<file path="src/rtl/mc_control_unit_if.sv">
`default_nettype none
// ============================================================================
//  Module   : mc_control_unit_if
//  Purpose  : Control-unit <-> multi-cycle datapath signal bundle.
//  Revision : 1.0  initial release
// ============================================================================
interface mc_control_unit_if #(
    parameter int OPCODE_W = 4,
    parameter int CNT_W    = 16
);
    logic [OPCODE_W-1:0] opcode;
    logic                zero;
    logic                mem_ready;

    logic                pc_write;
    logic                i_or_d;
    logic                mem_read;
    logic                mem_write;
    logic                ir_write;
    logic                reg_write;
    logic                mem_to_reg;
    logic                reg_dest;
    logic                alu_src_a;
    logic [1:0]          alu_src_b;
    logic [2:0]          alu_op;
    logic                pc_source;
    logic [3:0]          state;
    logic                instr_done;
    logic [CNT_W-1:0]    instret;
    logic                illegal_op;

    modport master (
        input  opcode, zero, mem_ready,
        output pc_write, i_or_d, mem_read, mem_write, ir_write, reg_write,
               mem_to_reg, reg_dest, alu_src_a, alu_src_b, alu_op, pc_source,
               state, instr_done, instret, illegal_op
    );

    modport slave (
        output opcode, zero, mem_ready,
        input  pc_write, i_or_d, mem_read, mem_write, ir_write, reg_write,
               mem_to_reg, reg_dest, alu_src_a, alu_src_b, alu_op, pc_source,
               state, instr_done, instret, illegal_op
    );
endinterface
`default_nettype wire

</file>
<file path="src/rtl/mc_control_unit.sv">
`default_nettype none
// ============================================================================
//  Module   : mc_control_unit
//  Purpose  : Multi-cycle MIPS control FSM with memory-ready handshake,
//             retired-instruction counter and optional illegal-opcode trap
//             (enabled by defining ILLEGAL_TRAP_EN).
//  Revision : 1.0  initial release
// ============================================================================
module mc_control_unit #(
    parameter int OPCODE_W = 4,
    parameter int CNT_W    = 16
) (
    input wire                clk,
    input wire                reset,
    mc_control_unit_if.master bus
);
    typedef enum logic [3:0] {
        S_FETCH    = 4'd0,
        S_DECODE   = 4'd1,
        S_MEMADDR  = 4'd2,
        S_MEMREAD  = 4'd3,
        S_MEMWB    = 4'd4,
        S_MEMWRITE = 4'd5,
        S_EXEC     = 4'd6,
        S_ALUWB    = 4'd7,
        S_BRANCH   = 4'd8,
        S_TRAP     = 4'd9
    } state_t;

    localparam logic [3:0] c_op_r    = 4'd0;
    localparam logic [3:0] c_op_addi = 4'd1;
    localparam logic [3:0] c_op_andi = 4'd2;
    localparam logic [3:0] c_op_ori  = 4'd3;
    localparam logic [3:0] c_op_nori = 4'd4;
    localparam logic [3:0] c_op_beq  = 4'd5;
    localparam logic [3:0] c_op_bne  = 4'd6;
    localparam logic [3:0] c_op_slti = 4'd7;
    localparam logic [3:0] c_op_lw   = 4'd8;
    localparam logic [3:0] c_op_sw   = 4'd9;

    state_t           state_q, state_d;
    logic [3:0]       opcode_q, opcode_d;
    logic [CNT_W-1:0] instret_q, instret_d;
    logic             w_hi_bits_set;
    logic             w_illegal;
    logic             w_instr_done;

    generate
        if (OPCODE_W > 4) begin : g_wide_opcode
            assign w_hi_bits_set = |bus.opcode[OPCODE_W-1:4];
        end else begin : g_narrow_opcode
            assign w_hi_bits_set = 1'b0;
        end
    endgenerate

    assign w_illegal = w_hi_bits_set || (bus.opcode[3:0] > c_op_sw);

`ifdef ILLEGAL_TRAP_EN
    logic illegal_op_q, illegal_op_d;
`endif

    always_comb begin
        state_d        = state_q;
        opcode_d       = opcode_q;
        w_instr_done   = 1'b0;
        bus.pc_write   = 1'b0;
        bus.i_or_d     = 1'b0;
        bus.mem_read   = 1'b0;
        bus.mem_write  = 1'b0;
        bus.ir_write   = 1'b0;
        bus.reg_write  = 1'b0;
        bus.mem_to_reg = 1'b0;
        bus.reg_dest   = 1'b0;
        bus.alu_src_a  = 1'b0;
        bus.alu_src_b  = 2'b00;
        bus.alu_op     = 3'b000;
        bus.pc_source  = 1'b0;
`ifdef ILLEGAL_TRAP_EN
        illegal_op_d   = illegal_op_q;
`endif
        case (state_q)
            S_FETCH: begin
                bus.mem_read  = 1'b1;
                bus.alu_src_b = 2'b01;
                // Load enables must stay quiet while reset is held.
                bus.ir_write  = bus.mem_ready & ~reset;
                bus.pc_write  = bus.mem_ready & ~reset;
                if (bus.mem_ready) state_d = S_DECODE;
            end
            S_DECODE: begin
                bus.alu_src_b = 2'b11;
                opcode_d      = bus.opcode[3:0];
                if (w_illegal) begin
`ifdef ILLEGAL_TRAP_EN
                    state_d      = S_TRAP;
                    illegal_op_d = 1'b1;
`else
                    state_d      = S_FETCH;
                    w_instr_done = 1'b1;
`endif
                end else if (bus.opcode[3:0] == c_op_lw || bus.opcode[3:0] == c_op_sw) begin
                    state_d = S_MEMADDR;
                end else if (bus.opcode[3:0] == c_op_beq || bus.opcode[3:0] == c_op_bne) begin
                    state_d = S_BRANCH;
                end else begin
                    state_d = S_EXEC;
                end
            end
            S_MEMADDR: begin
                bus.alu_src_a = 1'b1;
                bus.alu_src_b = 2'b10;
                state_d       = (opcode_q == c_op_lw) ? S_MEMREAD : S_MEMWRITE;
            end
            S_MEMREAD: begin
                bus.i_or_d   = 1'b1;
                bus.mem_read = 1'b1;
                if (bus.mem_ready) state_d = S_MEMWB;
            end
            S_MEMWB: begin
                bus.reg_write  = 1'b1;
                bus.mem_to_reg = 1'b1;
                w_instr_done   = 1'b1;
                state_d        = S_FETCH;
            end
            S_MEMWRITE: begin
                bus.i_or_d    = 1'b1;
                bus.mem_write = 1'b1;
                if (bus.mem_ready) begin
                    w_instr_done = 1'b1;
                    state_d      = S_FETCH;
                end
            end
            S_EXEC: begin
                bus.alu_src_a = 1'b1;
                bus.alu_src_b = (opcode_q == c_op_r) ? 2'b00 : 2'b10;
                case (opcode_q)
                    c_op_r:    bus.alu_op = 3'b001;
                    c_op_addi: bus.alu_op = 3'b000;
                    c_op_andi: bus.alu_op = 3'b110;
                    c_op_ori:  bus.alu_op = 3'b111;
                    c_op_nori: bus.alu_op = 3'b101;
                    c_op_slti: bus.alu_op = 3'b100;
                    default:   bus.alu_op = 3'b000;
                endcase
                state_d = S_ALUWB;
            end
            S_ALUWB: begin
                bus.reg_write = 1'b1;
                bus.reg_dest  = (opcode_q == c_op_r);
                w_instr_done  = 1'b1;
                state_d       = S_FETCH;
            end
            S_BRANCH: begin
                bus.alu_src_a = 1'b1;
                bus.alu_op    = 3'b010;
                bus.pc_source = 1'b1;
                bus.pc_write  = (opcode_q == c_op_beq) ? bus.zero : ~bus.zero;
                w_instr_done  = 1'b1;
                state_d       = S_FETCH;
            end
`ifdef ILLEGAL_TRAP_EN
            S_TRAP: state_d = S_TRAP;
`endif
            default: state_d = S_FETCH;
        endcase
        instret_d = w_instr_done ? instret_q + CNT_W'(1) : instret_q;
    end

    always_ff @(posedge clk or posedge reset) begin
        if (reset) begin
            state_q   <= S_FETCH;
            opcode_q  <= 4'd0;
            instret_q <= '0;
        end else begin
            state_q   <= state_d;
            opcode_q  <= opcode_d;
            instret_q <= instret_d;
        end
    end

`ifdef ILLEGAL_TRAP_EN
    always_ff @(posedge clk or posedge reset) begin
        if (reset) illegal_op_q <= 1'b0;
        else       illegal_op_q <= illegal_op_d;
    end
    assign bus.illegal_op = illegal_op_q;
`else
    assign bus.illegal_op = 1'b0;
`endif

    assign bus.state      = state_q;
    assign bus.instr_done = w_instr_done;
    assign bus.instret    = instret_q;
endmodule
`default_nettype wire

</file>
<file path="src/flat_wrapper.sv">
// flat-port wrapper written by rule: the top's interface ports become plain ports
module mc_control_unit_flat 
#(
    parameter int OPCODE_W = 4,
    parameter int CNT_W    = 16
)
  (clk, reset, bus_opcode, bus_zero, bus_mem_ready, bus_pc_write, bus_i_or_d, bus_mem_read, bus_mem_write, bus_ir_write, bus_reg_write, bus_mem_to_reg, bus_reg_dest, bus_alu_src_a, bus_alu_src_b, bus_alu_op, bus_pc_source, bus_state, bus_instr_done, bus_instret, bus_illegal_op);
  mc_control_unit_if #(.OPCODE_W(OPCODE_W), .CNT_W(CNT_W)) bus_i ();
  input wire clk;
  input wire reset;
  input wire logic [$bits(bus_i.opcode)-1:0] bus_opcode;
  input wire logic [$bits(bus_i.zero)-1:0] bus_zero;
  input wire logic [$bits(bus_i.mem_ready)-1:0] bus_mem_ready;
  output wire logic [$bits(bus_i.pc_write)-1:0] bus_pc_write;
  output wire logic [$bits(bus_i.i_or_d)-1:0] bus_i_or_d;
  output wire logic [$bits(bus_i.mem_read)-1:0] bus_mem_read;
  output wire logic [$bits(bus_i.mem_write)-1:0] bus_mem_write;
  output wire logic [$bits(bus_i.ir_write)-1:0] bus_ir_write;
  output wire logic [$bits(bus_i.reg_write)-1:0] bus_reg_write;
  output wire logic [$bits(bus_i.mem_to_reg)-1:0] bus_mem_to_reg;
  output wire logic [$bits(bus_i.reg_dest)-1:0] bus_reg_dest;
  output wire logic [$bits(bus_i.alu_src_a)-1:0] bus_alu_src_a;
  output wire logic [$bits(bus_i.alu_src_b)-1:0] bus_alu_src_b;
  output wire logic [$bits(bus_i.alu_op)-1:0] bus_alu_op;
  output wire logic [$bits(bus_i.pc_source)-1:0] bus_pc_source;
  output wire logic [$bits(bus_i.state)-1:0] bus_state;
  output wire logic [$bits(bus_i.instr_done)-1:0] bus_instr_done;
  output wire logic [$bits(bus_i.instret)-1:0] bus_instret;
  output wire logic [$bits(bus_i.illegal_op)-1:0] bus_illegal_op;
  assign bus_i.opcode = bus_opcode;
  assign bus_i.zero = bus_zero;
  assign bus_i.mem_ready = bus_mem_ready;
  assign bus_pc_write = bus_i.pc_write;
  assign bus_i_or_d = bus_i.i_or_d;
  assign bus_mem_read = bus_i.mem_read;
  assign bus_mem_write = bus_i.mem_write;
  assign bus_ir_write = bus_i.ir_write;
  assign bus_reg_write = bus_i.reg_write;
  assign bus_mem_to_reg = bus_i.mem_to_reg;
  assign bus_reg_dest = bus_i.reg_dest;
  assign bus_alu_src_a = bus_i.alu_src_a;
  assign bus_alu_src_b = bus_i.alu_src_b;
  assign bus_alu_op = bus_i.alu_op;
  assign bus_pc_source = bus_i.pc_source;
  assign bus_state = bus_i.state;
  assign bus_instr_done = bus_i.instr_done;
  assign bus_instret = bus_i.instret;
  assign bus_illegal_op = bus_i.illegal_op;
  mc_control_unit #(.OPCODE_W(OPCODE_W), .CNT_W(CNT_W)) u_core (.clk(clk), .reset(reset), .bus(bus_i));
endmodule
</file>
<file path="config.mk">
export PLATFORM = sky130hd
export DESIGN_NAME = mc_control_unit_flat
export DESIGN_NICKNAME = d
export VERILOG_FILES = /design/src/rtl/mc_control_unit_if.sv /design/src/rtl/mc_control_unit.sv /design/src/flat_wrapper.sv
export SDC_FILE = /design/constraint.sdc
export NUM_CORES = 1
export LEC_CHECK = 0
export BUFFER_PORTS_ARGS = -buffer_cell sky130_fd_sc_hd__buf_4
export CAP_MARGIN = 10
export CORE_AREA = 10 10 68 70
export CTS_CLUSTER_DIAMETER = 40
export DETAILED_ROUTE_END_ITERATION = 8
export DIE_AREA = 0 0 78 80
export PLACE_DENSITY_LB_ADDON = 0.3
export SETUP_SLACK_MARGIN = 0.5
export SLEW_MARGIN = 0
export SYNTH_ARGS = -nofsm -noshare
export SYNTH_HDL_FRONTEND = slang
export SYNTH_SLANG_ARGS = --single-unit
</file>
<file path="constraint.sdc">
create_clock -name clk -period 3.1 [get_ports clk]
set_input_delay 0.155 -clock clk [delete_from_list [all_inputs] [get_ports clk]]
set_output_delay 0.155 -clock clk [all_outputs]
set_load 0.02 [all_outputs]
</file>
==> results.ini <==
[worst_setup_path]
cp.arrival_ns=2.23
cpMaxStageDelayCell=or4_4
regToRegSetupSlack_ns=0.91
path_cells=or4b_1 -> nor2_1 -> or4_4 -> buf_4
end_kind=output pin
path_max_fanout=18
start_kind=flip-flop
crit_path_max_incr_delay_ns=0.66
critPathKind=flip-flop to output pin
crit_required_ns=2.94

[floorplanning]
die_area_mm2=0.006240
ios=45
fp.dieW_um=78
core_area_mm2=0.003284
die_h_um=80
num_rows=21
initial_core_util=0.4366

[synthesis]
synth.avg_cell_area_um2=8.906
synth_ff_type=dfrtp_1
ys_ff_latch=24
synth_top_cell_area_share=0.4188
synth_edf_count=0
yosysSeqAreaShare=0.4188
async_flop_share=1.000
yosysMostFrequentCell=dfrtp_1
synth_top_cell_by_area=dfrtp_1
synthTopCellsByArea=dfrtp_1 (42%), xnor2_1 (10%), nand2_1 (5.5%), nand4_1 (3.9%), nor2_1 (3.9%)
synth_commonest_cells=dfrtp_1 (24), nand2_1 (21), xnor2_1 (17)
synth_nets=170
syn_inst=161
synth_warnings=0
synth_area_mm2=0.001434
ys_types=36

[clock_network]
cts.sinks=24
clk_path_buf_depth=2
cts_buffers=3
clkSlewWorstSetupHoldPaths_ns=0.13
clk_latency_ns=0.32
cts_setup_buffers=0
cts_tree=done
cts_root_buf=clkbuf_4
htreeDepth=1
post_cts_resized=2
postCtsHoldBufs=0

[run]
cap_violations=0

[routing]
post_drt_wl_per_cell_um=14.06
detail_route.vias_per_cell=5.049
drc=0
drtAntennaViolNets=0
first_iter_violations=93
vias=1227
totalWireLength_um=3416
firstDrtPassIters=4

[grt]
track_usage=0.1099
grt_pass1_wl_um=5809
grt_start_max_net_pins=25
overflow=0
grt_pass1_vias=1257
antenna_found_initial=0

[sta]
maxSlewViolCount=0
post-route-worst-setup-slack_ns=0.7101
rsz0062_at_grt=no
fin_setup_tns_ns=0
fin_crit_sh=0.7709
setup_viol=0
worst_pin_slew_ns=0.8927
fmax_ghz=0.4184
slew-limit-headroom=0.4042
fin_crit_ns=2.390
fin_worst_skew_ns=0.01306
holdWs_ns=0.02251
hold_viol=0

[worst_hold_path]
hold_class=input port to async pin

[place]
hpwl_um=2682
place_congestion=0.8896
dpl_worst_slack_ns=0.6983
place_area_mm2=0.001724
port_buffers=43

[run_status]
outcome=complete, no violations

[cells_and_area]
area_growth_pct=24.26
num_antenna_cells=0
multiInputGateArea_um2=720.7
nets=207
fillers=307
fin_util=0.5425
layout-drive-gt1-share=0.2589
seqCellArea_um2=601.8
fin_area_mm2=0.001782

[power_and_ir_drop]
max-vdd-ir-drop_uv=415.3
p_per_area_mw_per_mm2=899.5
leakagePower_uw=0.0008588

## power by group
part	total, µW	leakage [µW]	switching (µW)	internal [µW]
Clock	223	0.0000279	91.8	131
Combinational	816	0.000516	462	353
Sequential	564	0.000315	168	396
Total	1600	0.000859	723	880
## stage by stage
step	power [µW]	cells
after floorplan	1169	161
after global placement	1363	239
after detailed placement	1385	239
after CTS	1621	243
after global routing	1736	243
final	1603	243
## per-layer routing
layer  part of all wire  up-vias  track usage
met1               0.43      573       0.1195
met4             0.0029        0      0.01971
met3              0.043        2      0.03378
li1                   -      624            -
met5                  0        -            0
met2               0.52       28       0.2065
## layout make-up
type	count	share of cell area
multi-input combinational	119	0.4045
clock buffer	3	0.01264
timing repair buffer	43	0.1812
inverter	7	0.01475
clock inverter	1	0.01685
sequential	24	0.3378
tap	46	0.03230
## sequential cells by signal (all words and copies together), names as in the netlist
| register | flops |
|---|---|
| u_core.opcode_q | 4 |
| u_core.bus.state | 4 |
| u_core.bus.instret | 16 |
## kinds of logic after synthesis
group / count (synthesis) / share of synthesized area
AND/OR/NAND/NOR: 76 / 0.2696
multiplexers: 2 / 0.01483
buffers and inverters: 18 / 0.08115
XOR/XNOR: 20 / 0.1222
adder cells (fa/ha/maj): 1 / 0.008725
flip-flops: 24 / 0.4189
AO/OA/AOI/OAI: 19 / 0.08202
other: 1 / 0.002615
## cell usage in the layout, fill, tap and decap left out, drive strengths merged, types with 4 or more instances in the layout
master | Yosys | routed
a21oi | 6 | 6
nand2 | 21 | 21
o21ai | 5 | 5
nor2 | 15 | 15
xnor2 | 17 | 17
dfrtp | 24 | 24
buf | 8 | 43
and3 | 4 | 4
inv | 7 | 7
nand4 | 9 | 9
nand3 | 4 | 4
nor3 | 10 | 10
## worst paths after layout
path | from | end | cells after the start
min in group clk | bus_opcode[3] | u_core.bus.state[3]$_DFFE_PP0P_ | 2
max reg2reg | u_core.bus.state[0]$_DFFE_PP0P_ | u_core.bus.instret[1]$_DFFE_PP0P_ | 4
min | reset | u_core.bus.state[0]$_DFFE_PP0P_ | 2
max in group asynchronous | reset | u_core.bus.state[2]$_DFFE_PP0P_ | 2
min reg2reg | u_core.bus.instret[15]$_DFFE_PP0P_ | u_core.bus.instret[15]$_DFFE_PP0P_ | 1
max | u_core.bus.state[0]$_DFFE_PP0P_ | bus_instr_done | 4
## critical path: cells and delay by family (launching register included)
family / cells / cell delay [ns]
buffers and inverters: 1 / 0.21
DFF: 1 / 0.59
and+or+nand+nor: 3 / 1.11
Power figures use the tool's default switching activity.
